==> src/rtl/bram_wr_arbiter.sv <==
// Round-robin sequencer that shares one BRAM write port among NUM_REQ requesters, one write in flight at a time.
// Optional ack watchdog enabled by defining BRAM_WR_ARB_TIMEOUT_EN (TIMEOUT_CYC cycles without ack aborts the write).
module bram_wr_arbiter #(
    parameter int NUM_REQ     = 4,
    parameter int ADDR_W      = 13,
    parameter int DATA_W      = 32,
    parameter int TIMEOUT_CYC = 255
) (
    input  logic                      i_clk,
    input  logic                      i_rst,
    input  logic [NUM_REQ-1:0]        i_req,
    input  logic [NUM_REQ*ADDR_W-1:0] i_req_addr,
    input  logic [NUM_REQ*DATA_W-1:0] i_req_data,
    output logic [NUM_REQ-1:0]        o_done,
    output logic [ADDR_W-1:0]         o_wr_bram_addr,
    output logic [DATA_W-1:0]         o_wr_bram_data,
    output logic                      o_wr_bram_trig,
    input  logic                      i_wr_bram_ack,
    output logic                      o_busy,
    output logic [2:0]                o_grant_id,
    output logic                      o_timeout_err
);

    localparam int IDX_W  = (NUM_REQ > 1) ? $clog2(NUM_REQ) : 1;
    localparam int CAND_W = IDX_W + 1;

    typedef enum logic [1:0] {
        IDLE  = 2'd0,
        ISSUE = 2'd1,
        GAP   = 2'd2
    } state_t;

    state_t             state;
    logic [IDX_W-1:0]   last;
    logic [IDX_W-1:0]   cur;
    logic [IDX_W-1:0]   pick_idx;
    logic               pick_valid;
    logic [CAND_W-1:0]  cand;
    logic               write_end;

    // Round-robin search starting just after the last completed requester.
    // NOTE: every variable written here gets a default first, so no latch is inferred.
    always_comb begin
        pick_valid = 1'b0;
        pick_idx   = '0;
        cand       = '0;
        for (int i = 0; i < NUM_REQ; i++) begin
            cand = CAND_W'(last) + CAND_W'(i) + CAND_W'(1);
            if (cand >= CAND_W'(NUM_REQ))
                cand = cand - CAND_W'(NUM_REQ);
            if (!pick_valid && i_req[cand[IDX_W-1:0]]) begin
                pick_valid = 1'b1;
                pick_idx   = cand[IDX_W-1:0];
            end
        end
    end

`ifdef BRAM_WR_ARB_TIMEOUT_EN
    logic [15:0] ack_wait;
    logic        timeout_hit;

    // An ack arriving on the limit edge wins over the timeout.
    assign timeout_hit = (state == ISSUE) && !i_wr_bram_ack &&
                         (ack_wait == 16'(TIMEOUT_CYC - 1));
    assign write_end   = i_wr_bram_ack || timeout_hit;

    always_ff @(posedge i_clk) begin
        if (i_rst) begin
            ack_wait      <= '0;
            o_timeout_err <= 1'b0;
        end else begin
            if (state != ISSUE)
                ack_wait <= '0;
            else if (!i_wr_bram_ack)
                ack_wait <= ack_wait + 16'd1;
            if (timeout_hit)
                o_timeout_err <= 1'b1;
        end
    end
`else
    assign write_end     = i_wr_bram_ack;
    assign o_timeout_err = 1'b0;
`endif

    // NOTE: sequential state uses non-blocking assignments only, so every register sees pre-edge values.
    always_ff @(posedge i_clk) begin
        if (i_rst) begin
            state          <= IDLE;
            last           <= IDX_W'(NUM_REQ - 1);
            cur            <= '0;
            o_done         <= '0;
            o_wr_bram_addr <= '0;
            o_wr_bram_data <= '0;
            o_wr_bram_trig <= 1'b0;
            o_busy         <= 1'b0;
            o_grant_id     <= '0;
        end else begin
            o_done <= '0;
            case (state)
                IDLE: begin
                    if (pick_valid) begin
                        cur            <= pick_idx;
                        o_grant_id     <= 3'(pick_idx);
                        o_wr_bram_addr <= i_req_addr[int'(pick_idx)*ADDR_W +: ADDR_W];
                        o_wr_bram_data <= i_req_data[int'(pick_idx)*DATA_W +: DATA_W];
                        o_wr_bram_trig <= 1'b1;
                        o_busy         <= 1'b1;
                        state          <= ISSUE;
                    end
                end
                ISSUE: begin
                    if (write_end) begin
                        o_wr_bram_trig <= 1'b0;
                        o_wr_bram_addr <= '0;
                        o_wr_bram_data <= '0;
                        o_done[cur]    <= 1'b1;
                        last           <= cur;
                        state          <= GAP;
                    end
                end
                GAP: begin
                    // Guard cycle gives the finished requester time to drop its request.
                    o_busy <= 1'b0;
                    state  <= IDLE;
                end
                default: begin
                    o_busy <= 1'b0;
                    state  <= IDLE;
                end
            endcase
        end
    end

endmodule

==> config.mk <==
export PLATFORM = sky130hd
export DESIGN_NAME = bram_wr_arbiter
export DESIGN_NICKNAME = d
export VERILOG_FILES = /design/src/rtl/bram_wr_arbiter.sv
export SDC_FILE = /design/constraint.sdc
export NUM_CORES = 1
export LEC_CHECK = 0
export CAP_MARGIN = 20
export CORE_UTILIZATION = 39
export DETAILED_ROUTE_END_ITERATION = 6
export PLACE_DENSITY = 0.87
export RECOVER_POWER = 100
export SYNTH_ARGS = -nofsm -noshare
export SYNTH_HDL_FRONTEND = slang
export SYNTH_SLANG_ARGS = --single-unit
==> constraint.sdc <==
create_clock -name i_clk -period 3.7 [get_ports i_clk]
set_input_delay 0.74 -clock i_clk [delete_from_list [all_inputs] [get_ports i_clk]]
set_output_delay 0.74 -clock i_clk [all_outputs]
set_load 0.005 [all_outputs]
==> qor.csv <==
metric,value,unit
timing.fmax,0.3342,GHz
worstPathMaxFanout,34,
setup_viol,0,
reg2reg_to,o_wr_bram_data[23],
rr_startpoint,state[1],
power.total,0.002127,W
instances_no_fill,715,
dieArea,0.009533,mm2
clockBufferDepth,2,
cts.sink_count,57,
die_w,97.64,um
violations,design-rule violations,
fin_skew,11.53,ps
globalplace.congestion,0.8655,
numCtsBuffers,9,
vias,3894,
r2r_slack,1200,ps
drv_slew,0,
holdPathStages,1,
root_buffer,clkbuf_8,
drive_gt1_frac,0.1071,
vdd_drop_max,0.1871,mV
drc,36,
antenna_left,0,
die_y,97.64,um
critPathLaunchType,primary input,
dp_hpwl,9.361,mm
status,finished with violations,
cp_top_family,simple AND/OR/NAND/NOR gates,
dr.pass1.iters,7,
first_global_vias,3947,
cts_resized,0,
port_buffers,239,
powerDensity,343.2,mW/mm2
r2r.worst_path.cells,6,
cp.arrival,3250,ps
grt-ovfl-total,0,
finalCritPeriodShare,0.8087,
cpMaxStageDelayCell,nor2_2,
wl,12.29,mm
std_cell_rows,34,
slew_headroom,0.1940,
cp_cell_sequence,"dlygate4sd3_1, or3_1, nor2_2, buf_16, nand3_1, mux2i_1, a221o_1",
grt_first_pass_wirelength,19.46,mm
synth_area,0.003567,mm2
core_area,0.008806,mm2
cap_violations,0,
crit_type,primary input to register,
p_leak,2.727,nW
min_path_type,register to register,
postCtsHoldBufs,0,
setup_tns,0,ps
nets,789,
place_inst,699,
rsz0062_at_grt,no,
first_iter_violations,152,
path_buf_inv,2,
cp_slowest_stage_delay,930,ps
ys_seq_elements,57,
antenna_found_initial,0,
required,3960,ps
synthDistinctLibCells,37,
grt_start_max_net_pins,51,
clkLatencyLatePin,330,ps
ys.warnings.count,0,
worstHoldStart,o_wr_bram_data[16],
pin_count,242,
end_kind,register,
path_clk_slew,70,ps
tightest_slew,1208,ps
post_cts_buffers,0,
hold_viol,0,
synthCells,380,
cts_tree,done,
grt_util_all_layers,0.2557,
drt-wirelength-per-cell,17.19,um
synth_area_per_cell,9.387,um2
area_delta_synth_final,73.76,%
min_period,2992,ps
num_antenna_cells,0,
cts_max_level,3,
min_to,o_wr_bram_data[16],
ys_seq_area_frac,0.3199,
initial_core_util,0.4051,
vias_per_cell,5.446,
[cells in the mapped netlist]
| cell type | count | area [um2] |
|---|---|---|
| nor3_1 | 33 | 165.2 |
| buf_6 | 6 | 67.56 |
| nand2_1 | 5 | 18.77 |
| a211oi_2 | 1 | 12.51 |
| a21oi_4 | 1 | 16.27 |
| or2_2 | 1 | 6.260 |
| nand2b_1 | 3 | 18.77 |
| mux2_2 | 30 | 337.8 |
| dfxtp_1 | 57 | 1141 |
| a211o_1 | 16 | 140.1 |
| conb_1 | 1 | 3.750 |
| nor2_2 | 2 | 12.51 |
| a21oi_1 | 5 | 25.02 |
| nor2_4 | 1 | 11.26 |
| or3_1 | 1 | 6.260 |
| mux2_4 | 1 | 15.01 |
| o21bai_1 | 1 | 7.510 |
| nor3b_1 | 1 | 7.510 |
| o22ai_2 | 1 | 12.51 |
| inv_1 | 3 | 11.26 |
| a21o_1 | 1 | 7.510 |
| o21ai_1 | 1 | 5.000 |
| or4_4 | 1 | 11.26 |
| buf_4 | 8 | 60.06 |
| nor4_1 | 1 | 6.260 |
| buf_2 | 14 | 70.07 |
| and3_1 | 1 | 6.260 |
| and3b_1 | 1 | 8.760 |
| a221o_1 | 31 | 310.3 |
| nor2b_1 | 4 | 25.02 |
| mux2i_1 | 60 | 600.6 |
| clkbuf_1 | 13 | 48.80 |
| nor4b_1 | 1 | 8.760 |
| nor2_1 | 9 | 33.78 |
| o21ai_0 | 1 | 5.000 |
| o31ai_2 | 1 | 12.51 |
| nand3_1 | 62 | 310.3 |
[kinds of logic after synthesis]
family          count (synthesis)  synth area share
compound gates                 60            0.1554
buf+inv                        44           0.07226
flops                          57            0.3199
mux                            91            0.2673
other cells                     1          0.001051
simple gates                  127            0.1842
[state kept, by name, indices dropped and copies added (netlist names)]
| signal | cells |
|---|---|
| o_done | 4 |
| o_wr_bram_trig | 1 |
| o_grant_id | 2 |
| o_busy | 1 |
| state | 2 |
| last | 2 |
| o_wr_bram_data | 32 |
| o_wr_bram_addr | 13 |
[worst max path at each step]
stage	start	slack [ps]	to	cells past startpoint
2_1_floorplan	i_req[3]	1570	o_wr_bram_data[11]	7
3_3_place_gp	i_rst	580	o_wr_bram_addr[11]	6
3_5_place_dp	i_req[3]	500	o_wr_bram_addr[0]	8
4_1_cts	i_req[3]	840	o_wr_bram_addr[0]	8
5_1_grt	i_rst	540	o_wr_bram_data[10]	7
6_report	i_rst	710	o_wr_bram_data[23]	7
[where the power goes]
part           internal [W]  total [W]  switching [W]
clock              0.000386   0.000665       0.000279
sequential         0.000687   0.000733      0.0000454
combinational      0.000444   0.000730       0.000286
total               0.00152    0.00213       0.000610
[per-stage QoR]
stage	util	instance area [um2]	setup WS, ps	hold slack [ps]
2_1_floorplan	-	3571	1568	460.8
3_3_place_gp	0.6772	5963	579.4	441.7
3_5_place_dp	0.6803	5991	501.4	450.7
4_1_cts	0.7060	6217	844.9	466.7
5_1_grt	0.7039	6198	540.7	469.2
6_report	0.7039	6198	707.8	461.5
[routing by layer]
metal | share of wire | vias to the layer above | wire, um | global-route usage
met4 | 0.025 | 0 | 312 | 0.1026
met3 | 0.082 | 24 | 1002 | 0.07194
met1 | 0.39 | 1796 | 4747 | 0.2779
li1 | - | 1887 | - | -
met2 | 0.51 | 187 | 6226 | 0.4648
met5 | 0 | - | 0 | 0
[cells in the final DEF, fill, tap and decap left out, drive strengths merged, types with 2 or more instances in the layout]
master,instances
a211o,16
nor2b,4
a221o,31
dlygate4sd3,56
conb,2
clkdlybuf4s50,183
nand2,5
nand2b,3
clkbuf,11
dfxtp,57
mux2,31
inv,5
clkinv,2
bufinv,2
o21ai,2
mux2i,60
buf,10
a21oi,6
nand3,62
nor2,12
nor3,33
[final cells by class]
class	count	area, um2
well taps	108	135.1
clock buffers	9	123.9
flip-flops and latches	57	1141
clock inverters	7	102.6
repair buffers	251	2507
fillers	683	2608
inverters	3	11.26
multi-input cells	280	2177
(Power assumes the default switching activity.)
